File: config.mk
export PLATFORM = sky130hd
export DESIGN_NAME = mul_controller
export DESIGN_NICKNAME = d
export VERILOG_FILES = /design/src/rtl/mul_pkg.sv /design/src/rtl/mul_iter_cnt.sv /design/src/rtl/mul_controller.sv
export SDC_FILE = /design/constraint.sdc
export NUM_CORES = 1
export LEC_CHECK = 0
export CAP_MARGIN = 10
export CORE_MARGIN = 2
export CORE_UTILIZATION = 47
export CTS_CLUSTER_DIAMETER = 80
export DETAILED_ROUTE_END_ITERATION = 8
export PLACE_DENSITY = 0.84
export SYNTH_ARGS = -nofsm -noshare
export SYNTH_HDL_FRONTEND = slang
export SYNTH_SLANG_ARGS = --single-unit
File: constraint.sdc
create_clock -name clk -period 3.6 [get_ports clk]
set_input_delay 0.54 -clock clk [delete_from_list [all_inputs] [get_ports clk]]
set_output_delay 0.54 -clock clk [all_outputs]
set_load 0.005 [all_outputs]
File: src/rtl/mul_pkg.sv
// Shared types and constants for the shift-and-add multiplier controller
// and its datapath.
package mul_pkg;

   // Default operand and bus width shared by controller and datapath.
   localparam int MUL_W = 16;

   // Width of the ADD-cycle iteration counter used by the timeout feature.
   localparam int ITER_W = 16;

   // Controller states. IDLE is encoded as zero so that a reset state
   // decodes to all-zero outputs.
   typedef enum logic [2:0] {
      IDLE   = 3'd0,
      LOAD_A = 3'd1,
      LOAD_B = 3'd2,
      ADD    = 3'd3,
      DONE   = 3'd4
   } state_t;

endpackage : mul_pkg

File: src/rtl/mul_iter_cnt.sv
// ADD-cycle iteration counter for the multiplier timeout feature.
// Cleared when the multiplier operand is loaded and advanced once per
// productive ADD cycle.
module mul_iter_cnt #(
   parameter int CW = 16
) (
   input  logic          clk,
   input  logic          rst,
   input  logic          clr,
   input  logic          inc,
   output logic [CW-1:0] count
);

   // Clear has priority over increment; both are mutually exclusive in use.
   always_ff @(posedge clk or posedge rst) begin
      if (rst) begin
         count <= '0;
      end else if (clr) begin
         count <= '0;
      end else if (inc) begin
         count <= count + CW'(1);
      end
   end

endmodule : mul_iter_cnt

File: src/rtl/mul_controller.sv
// Multiplier controller FSM: captures operands, sequences the datapath
// through LOAD_A / LOAD_B / ADD and pulses done on completion.
// Optional feature macro: MUL_CTRL_TIMEOUT_EN -- adds an ADD-cycle counter
// that forces completion with err=1 once MAX_ITER iterations have run.
//
// Handshake: start is a level sampled only in IDLE; a request is accepted
// on the rising edge where state is IDLE, start=1 and abort=0. done is a
// single-cycle pulse, err is meaningful only while done is high. Requests
// made while busy are dropped, not queued.
module mul_controller
   import mul_pkg::*;
#(
   parameter logic [ITER_W-1:0] MAX_ITER = 16'hFFFF,
   parameter int                W        = MUL_W
) (
   input  logic         clk,
   input  logic         rst,
   input  logic         start,
   input  logic         abort,
   input  logic [W-1:0] op_a,
   input  logic [W-1:0] op_b,
   input  logic         eqz,
   output logic [W-1:0] bus_out,
   output logic         lda,
   output logic         ldb,
   output logic         ldp,
   output logic         clrp,
   output logic         decb,
   output logic         busy,
   output logic         done,
   output logic         err,
   output state_t       state_dbg
);

   state_t       state_q;
   state_t       state_d;
   logic [W-1:0] a_q;
   logic [W-1:0] b_q;
   logic         accept;
   logic         timeout;

   assign accept    = (state_q == IDLE) && start && !abort;
   assign state_dbg = state_q;

`ifdef MUL_CTRL_TIMEOUT_EN
   logic [ITER_W-1:0] iter_cnt;
   logic              err_q;

   // clrp marks the LOAD_B cycle, decb marks a productive ADD cycle.
   mul_iter_cnt #(.CW(ITER_W)) u_iter_cnt (
      .clk   (clk),
      .rst   (rst),
      .clr   (clrp),
      .inc   (decb),
      .count (iter_cnt)
   );

   // A finished multiply (eqz=1) is never reported as a timeout, even if it
   // used exactly MAX_ITER iterations.
   assign timeout = (state_q == ADD) && !abort && !eqz && (iter_cnt == MAX_ITER);

   // Remember that DONE was reached through the timeout path.
   always_ff @(posedge clk or posedge rst) begin
      if (rst) begin
         err_q <= 1'b0;
      end else begin
         err_q <= timeout;
      end
   end

   assign err = (state_q == DONE) && !abort && err_q;
`else
   // No counter: ADD only exits on eqz or abort. MAX_ITER has no effect here
   // and is referenced only so the default build carries no dangling parameter.
   assign timeout = (MAX_ITER == '0) && 1'b0;
   assign err     = 1'b0;
`endif

   // State register.
   always_ff @(posedge clk or posedge rst) begin
      if (rst) begin
         state_q <= IDLE;
      end else begin
         state_q <= state_d;
      end
   end

   // Operand capture on acceptance; later op_a/op_b changes are ignored.
   always_ff @(posedge clk or posedge rst) begin
      if (rst) begin
         a_q <= '0;
         b_q <= '0;
      end else if (accept) begin
         a_q <= op_a;
         b_q <= op_b;
      end
   end

   // Next-state logic; abort returns any active state to IDLE.
   always_comb begin
      state_d = state_q;
      if (state_q == IDLE) begin
         if (accept) state_d = LOAD_A;
      end else if (abort) begin
         state_d = IDLE;
      end else begin
         case (state_q)
            LOAD_A:  state_d = LOAD_B;
            LOAD_B:  state_d = ADD;
            ADD:     state_d = (eqz || timeout) ? DONE : ADD;
            DONE:    state_d = IDLE;
            default: state_d = IDLE;
         endcase
      end
   end

   // Output decode from state and eqz; an abort cycle drives no controls.
   always_comb begin
      bus_out = '0;
      lda     = 1'b0;
      ldb     = 1'b0;
      ldp     = 1'b0;
      clrp    = 1'b0;
      decb    = 1'b0;
      done    = 1'b0;
      busy    = (state_q != IDLE);
      if (!abort) begin
         case (state_q)
            LOAD_A: begin
               lda     = 1'b1;
               bus_out = a_q;
            end
            LOAD_B: begin
               ldb     = 1'b1;
               clrp    = 1'b1;
               bus_out = b_q;
            end
            ADD: begin
               if (!eqz && !timeout) begin
                  ldp  = 1'b1;
                  decb = 1'b1;
               end
            end
            DONE:    done = 1'b1;
            default: ;
         endcase
      end
   end

endmodule : mul_controller

* Word level (Yosys, flattened, before mapping)
Index checks and enable logic that the tools add are counted.
** Storage, ports and cells
- Register bits :: 35
- Bits in latches :: 0
- Bits in writable memories :: 0
- ROM bits :: 0
- Bits of input ports :: 37
- Output and inout bits :: 27
- Logic and storage cells :: 29
- Memories kept :: 0
** Operators by class
- $add $sub $neg :: 0
- Multiply operators :: 0
- Div/mod/pow operators :: 0
- Magnitude comparators :: 0
- Equal/unequal tests :: 5
- Shifts and indexed selects :: 0
- Multiplexer cells :: 16
- Bitwise logic cells :: 0
- Reductions and logical operators :: 5
** Operators by type and width (count)
- $pmux 16 s2 :: 1
- $mux 16 :: 1
- $mux 3 :: 4
- $mux 1 :: 9
- $pmux 3 s3 :: 1
- $eq 3x2->1 const B :: 2
- $eq 3x1->1 const B :: 1
- $eq 3x3->1 const B :: 1
- $logic_not 3->1 :: 1
- $reduce_bool 3->1 :: 1
- $logic_and 1x1->1 :: 2
- $ne 2x2->1 const B :: 1
- $logic_not 1->1 :: 1

* Longest topological paths before layout
Gate-level depths: netlist of run 1.
- Depth after elaboration :: 5
- Depth in mapped cells :: 5
- Gate-level depth less buffers :: 3

* Worst setup path after synthesis of run 1
Ideal clock, no wire load.
- Kind :: input port to output port
- From :: in abort
- To :: out bus_out[10]
- Arrival time :: 1.455 ns
- Data required time :: 3.060 ns
- Slack :: 1.605 ns
- Stages :: 4
- Buffers on the path :: 2
- Cells stage by stage :: clkbuf_2 > nor4b_4 > buf_4 > a22o_1
** Between the ends
- Longest elaborated chain between the ends :: 1
** RTL lines
- start, declared :: RTL line mul_controller.sv:19 : input logic abort,
- $mux 16 :: RTL line mul_controller.sv:127 : if (!abort) begin
- end, declared :: RTL line mul_controller.sv:23 : output logic [W-1:0] bus_out,
No other way between the ends.

* Worst setup path after layout of run 1
- From :: in abort
- To :: out bus_out[12]
Same word-level chain as after synthesis.

==> flow_metrics.env, run 1 <==
export IMPL_synth_area_top_cells="dfrtp_1 (50%), mux2_4 (26%), a22o_1 (8.0%)"
export IMPL_tightest_slew_ps=1030
export IMPL_grt_antenna_before_repair=0
export IMPL_vdd_drop_max_mv=0.319
export IMPL_syn_cell_area_sq_um=1740
export IMPL_die_y_um=64.9
export IMPL_drc_errors=0
export IMPL_synth_seq_area_share=0.503
export IMPL_post_drt_via_cell_ratio=5.00
export IMPL_worstPathArrival_ps=2420
export IMPL_routed_wirelength_um=3520
export IMPL_p_leak_nw=1.09
export IMPL_fmax_ghz=0.338
export IMPL_final_setup_viol_count=0
export IMPL_start_kind="primary input"
export IMPL_place_congestion=0.764
export IMPL_cap_viol_max_count=0
export IMPL_critPathMaxFanout=18
export IMPL_fin_area_sq_um=2420
export IMPL_placedCellCount=213
export IMPL_rrSetupSlack_ps=1450
export IMPL_dieArea_sq_um=4210
export IMPL_post_route_util=0.670
export IMPL_antenna_left=0
export IMPL_ys_ff_latch=35
export IMPL_multiInputGateArea_sq_um=757
export IMPL_synth_top_area_frac=0.503
export IMPL_die_w_um=64.9
export IMPL_n_antenna_cell=0
export IMPL_yosysMostFrequentCell="dfrtp_1"
export IMPL_drt_initial_drc_count=31
export IMPL_postPlaceCellArea_sq_um=2340
export IMPL_numPortBuffers=62
export IMPL_synth_cells=112
export IMPL_holdPathStages=1
export IMPL_clock_latency_ps=280
export IMPL_required_ps=3060
export IMPL_hold_ws_ps=513
export IMPL_grt_start_max_net_pins=36
export IMPL_cts_tree="yes"
export IMPL_hpwl_um=2550
export IMPL_slew_headroom=0.311
export IMPL_hp_class="register to register"
export IMPL_setup_slack_ps=644
export IMPL_h_tree_depth=2
export IMPL_vias=1094
export IMPL_fin_crit_sh=0.821
export IMPL_cts_setup_buffers=0
export IMPL_yosys_warnings=0
export IMPL_finalPower_mw=1.13
export IMPL_cts_sinks=35
export IMPL_initial_core_util=0.483
export IMPL_n_fill_cell=273
export IMPL_synth_common_cells="dfrtp_1 (35), mux2_4 (30), a22o_1 (16)"
export IMPL_reg2reg_from="state_dbg[2]$_DFFE_PP0P_"
export IMPL_hold_path_endpoint="a_q[4]$_DFFE_PP0P_"
export IMPL_place_ws_ps=666
export IMPL_post_drt_wl_per_cell_um=16.1
export IMPL_holdCritStartpoint="a_q[4]$_DFFE_PP0P_"
export IMPL_first_pass_iters=4
export IMPL_syn_nets=149
export IMPL_synth_largest_area_cell="dfrtp_1"
export IMPL_nets=209
export IMPL_power_density_nw_per_um2=466
export IMPL_setup_worst_path_end_class="output pin"
export IMPL_post_cts_resize_count=0
export IMPL_synthArstFlopShare=1.00
export IMPL_r2r_cells=3
export IMPL_clockBufferDepth=2
export IMPL_finalHoldViolations=0
export IMPL_rr_endpoint="b_q[8]$_DFFE_PP0P_"
export IMPL_seqCellArea_sq_um=876
export IMPL_status="completed"
export IMPL_clockRootBuffer="clkbuf_8"
export IMPL_area_growth_syn_to_layout_pct=38.6
export IMPL_cts_buffers=5
export IMPL_synth_main_ff_cell="dfrtp_1"
export IMPL_path_clk_slew_ps=60
export IMPL_setup_tns_final_ps=0
export IMPL_drive_above_1_share=0.257
export IMPL_syn_area_per_cell_sq_um=15.6
export IMPL_period_needed_ps=2960
export IMPL_rows=22
export IMPL_rsz0062_at_grt="no"
export IMPL_first_global_vias=1162
export IMPL_grt_first_pass_wirelength_um=5800
export IMPL_drv_slew=0
export IMPL_finClkSkew_ps=4.74
export IMPL_core_area_sq_um=3610
export IMPL_holdBufCountCts=0
export IMPL_yosysUniqueCellTypes=20
export IMPL_num_io_pins=64
export IMPL_grt_usage=0.184
export IMPL_crit_type="primary input to output pin"
export IMPL_synth_edff_count=0
export IMPL_final_instance_count_excl_fill=219
export IMPL_grt_overflow=0
==> worst max-delay path: stages <==
cell             delay (ps)
clkdlybuf4s50_1         610
nor4b_4                 290
buf_4                   270
a22o_1                  180
clkdlybuf4s50_1         520
==> cell families after synthesis <==
kind of cell / count (synthesis) / synth area share
other: 1 / 0.00215
flip-flops: 35 / 0.503
buffers and inverters: 14 / 0.0632
AND/OR/NAND/NOR: 11 / 0.0689
multiplexers: 32 / 0.271
AO/OA/AOI/OAI: 19 / 0.0919
==> cell usage in the layout, fill, tap and decap left out, drive strengths merged <==
cell | netlist | routed
buf | 11 | 3
dfrtp | 35 | 35
nor4 | 1 | 1
a31oi | 1 | 1
clkdlybuf4s50 | 0 | 62
a22o | 16 | 16
nor3 | 1 | 1
and4 | 2 | 2
conb | 1 | 1
inv | 2 | 2
mux2 | 32 | 32
clkbuf | 1 | 6
nor2 | 2 | 2
or3 | 1 | 1
nor4b | 3 | 3
o21ai | 1 | 1
a2bb2oi | 1 | 1
nand2 | 1 | 1
==> metal layers <==
metal	vias to the layer above	routed length, um	GRT usage
met5	-	0	0
met4	0	51	0.0798
met3	5	179	0.0399
met2	37	1630	0.273
met1	528	1660	0.260
li1	524	-	-
==> worst max path at each step <==
stage	start	slack [ps]	endpoint	depth (start not counted)
floorplan	abort	1610	bus_out[10]	4
global placement	abort	740	bus_out[13]	5
detailed placement	abort	670	bus_out[12]	5
CTS	abort	650	bus_out[12]	5
global route	abort	560	bus_out[12]	5
finish	abort	640	bus_out[12]	5
==> area by class of cell <==
cell class                 count  area share
inverter                       2     0.00311
clock buffer                   6      0.0300
timing repair buffer          65       0.266
sequential                    35       0.363
tap                           48      0.0249
multi-input combinational     63       0.313
==> sequential cells by signal, indices dropped and copies added (netlist names) <==
signal / cells
b_q: 16
a_q: 16
state_dbg: 3
==> report_power, final <==
part / switching [mW] / internal (mW)
sequential: 0.0690 / 0.494
clock: 0.119 / 0.129
combinational: 0.0844 / 0.232
total: 0.272 / 0.854
No activity file was read; power rests on OpenSTA's default activity.
==> inputs of run 2 (changes only) <==
- CORE_UTILIZATION: 47 -> 40
- PLACE_DENSITY: 0.84 -> 0.76
- clock period: 3.6 -> 2.6 ns (I/O delays scaled with it)
==> run 2 against run 1 <==
Power rose by 42%. Final cell count is 4.6% higher. First-iteration DRC count rose by 9.7%. Setup slack worse by 540 ps. Non-clock buffer count increased by 4. Clock skew increased by 3.2 ps. Core utilization is 8.6 points lower. Sequential share of layout area is 1.1 points lower. Wire length rose by 4.4%. Critical endpoint is now bus_out[14]. Largest cell class unchanged. Largest power group unchanged. Highest routed layer unchanged.
==> flow_metrics.env, run 2 (synthesis gave the netlist of run 1 again) <==
export IMPL_status="completed"
export IMPL_setup_tns_final_ps=0
export IMPL_die_y_um=70.0
export IMPL_cts_setup_buffers=0
export IMPL_drive_above_1_share=0.282
export IMPL_worstPathArrival_ps=2100
export IMPL_vdd_drop_max_mv=0.358
export IMPL_num_io_pins=64
export IMPL_n_antenna_cell=0
export IMPL_period_needed_ps=2490
export IMPL_finClkSkew_ps=7.89
export IMPL_fin_crit_sh=0.959
export IMPL_final_setup_viol_count=0
export IMPL_area_growth_syn_to_layout_pct=42.8
export IMPL_setup_worst_path_end_class="output pin"
export IMPL_p_int_mw=1.20
export IMPL_cap_viol_max_count=0
export IMPL_crit_type="primary input to output pin"
export IMPL_start_kind="primary input"
export IMPL_tightest_slew_ps=586
export IMPL_holdBufCountCts=0
export IMPL_first_global_vias=1247
export IMPL_antenna_left=0
export IMPL_fmax_ghz=0.401
export IMPL_clockRootBuffer="clkbuf_8"
export IMPL_p_sw_frac=0.253
export IMPL_path_clk_slew_ps=70
export IMPL_grt_start_max_net_pins=33
export IMPL_combPwrFrac=0.278
export IMPL_drt_initial_drc_count=34
export IMPL_mostFrequentLayoutCells="clkdlybuf4s50_1 (62), dfrtp_1 (35), mux2_4 (30)"
export IMPL_post_cts_resize_count=0
export IMPL_post_drt_via_cell_ratio=5.17
export IMPL_hp_class="primary input to asynchronous set/reset pin"
export IMPL_routed_wirelength_um=3670
export IMPL_final_common_cell="clkdlybuf4s50_1"
export IMPL_grt_overflow=0
export IMPL_numPortBuffers=62
export IMPL_cts_buffers=5
export IMPL_required_ps=2210
export IMPL_slew_headroom=0.609
export IMPL_reg2reg_from="state_dbg[2]$_DFFE_PP0P_"
export IMPL_n_fill_cell=328
export IMPL_die_w_um=70.0
export IMPL_clock_latency_ps=280
export IMPL_drc_errors=0
export IMPL_cp_startpoint="abort"
export IMPL_p_switching_mw=0.406
export IMPL_nets=213
export IMPL_first_pass_iters=4
export IMPL_place_congestion=0.768
export IMPL_initial_core_util=0.409
export IMPL_h_tree_depth=2
export IMPL_p_leak_nw=1.13
export IMPL_clockBufferDepth=2
export IMPL_rows=24
export IMPL_grt_antenna_before_repair=0
export IMPL_post_drt_wl_per_cell_um=16.0
export IMPL_critPathMaxFanout=10
export IMPL_core_area_sq_um=4260
export IMPL_power_density_nw_per_um2=644
export IMPL_hpwl_um=2730
export IMPL_drv_slew=0
export IMPL_dieArea_sq_um=4900
export IMPL_seqPwrFrac=0.486
export IMPL_grt_usage=0.165
export IMPL_rsz0062_at_grt="no"
export IMPL_vias=1183
export IMPL_cts_sinks=35
export IMPL_clock_power_share=0.236
export IMPL_finalHoldViolations=0
export IMPL_grt_first_pass_wirelength_um=6330
export IMPL_cts_tree="yes"
export IMPL_postPlaceCellArea_sq_um=2400
export IMPL_fin_area_sq_um=2490
==> run 2: cell count changes in the layout (fill, tap and decap cells not counted), sizes merged <==
cell	delta
clkinvlp	+1
clkinv	+1
buf	+4
==> run 2: routing by layer <==
metal	global-route usage	share of wire	vias to the layer above
met3	0.0447	0.061	10
met5	0	0	-
li1	-	-	533
met4	0.0641	0.024	0
met1	0.225	0.43	584
met2	0.252	0.49	56
==> run 2: cell type report <==
type | instances | area [sq um] | share of cell area
Sequential cell | 35 | 876 | 0.352
Tap cell | 52 | 65.1 | 0.0261
Inverter | 2 | 7.51 | 0.00302
Clock buffer | 6 | 72.6 | 0.0292
Timing Repair Buffer | 69 | 698 | 0.281
Clock inverter | 2 | 12.5 | 0.00503
Multi-Input combinational cell | 63 | 757 | 0.304
==> run 2: power groups by stage <==
stage          clock, mW  sequential, mW  combinational [mW]
2_1_floorplan          0           0.748               0.306
3_3_place_gp           0           0.779               0.435
3_5_place_dp           0           0.785               0.452
4_1_cts            0.388           0.779               0.454
5_1_grt            0.415           0.800               0.479
6_report           0.378           0.778               0.446
==> run 2: final timing paths <==
check	end	slack [ps]	depth (start not counted)
max	bus_out[14]	110	5
min	a_q[5]$_DFFE_PP0P_	480	2
max reg2reg	a_q[14]$_DFFE_PP0P_	1020	4
min reg2reg	b_q[11]$_DFFE_PP0P_	510	1
max in group asynchronous	a_q[14]$_DFFE_PP0P_	1600	3
min in group clk	b_q[11]$_DFFE_PP0P_	510	1
==> run 2: worst max-delay path, cell delays in order <==
cell and delay [ps]:
clkdlybuf4s50_1 520, nor4b_4 290, buf_4 230, a22o_1 180, clkdlybuf4s50_1 500
==> run 2: per-stage QoR <==
step	total power [mW]	utilization	std cells	hold slack (ps)	setup WS, ps
2_1_floorplan	1.05	-	112	480	856
3_3_place_gp	1.21	0.564	221	493	141
3_5_place_dp	1.24	0.564	221	494	113
4_1_cts	1.62	0.584	229	498	99.9
5_1_grt	1.69	0.584	229	538	12.9
6_report	1.60	0.584	229	478	106
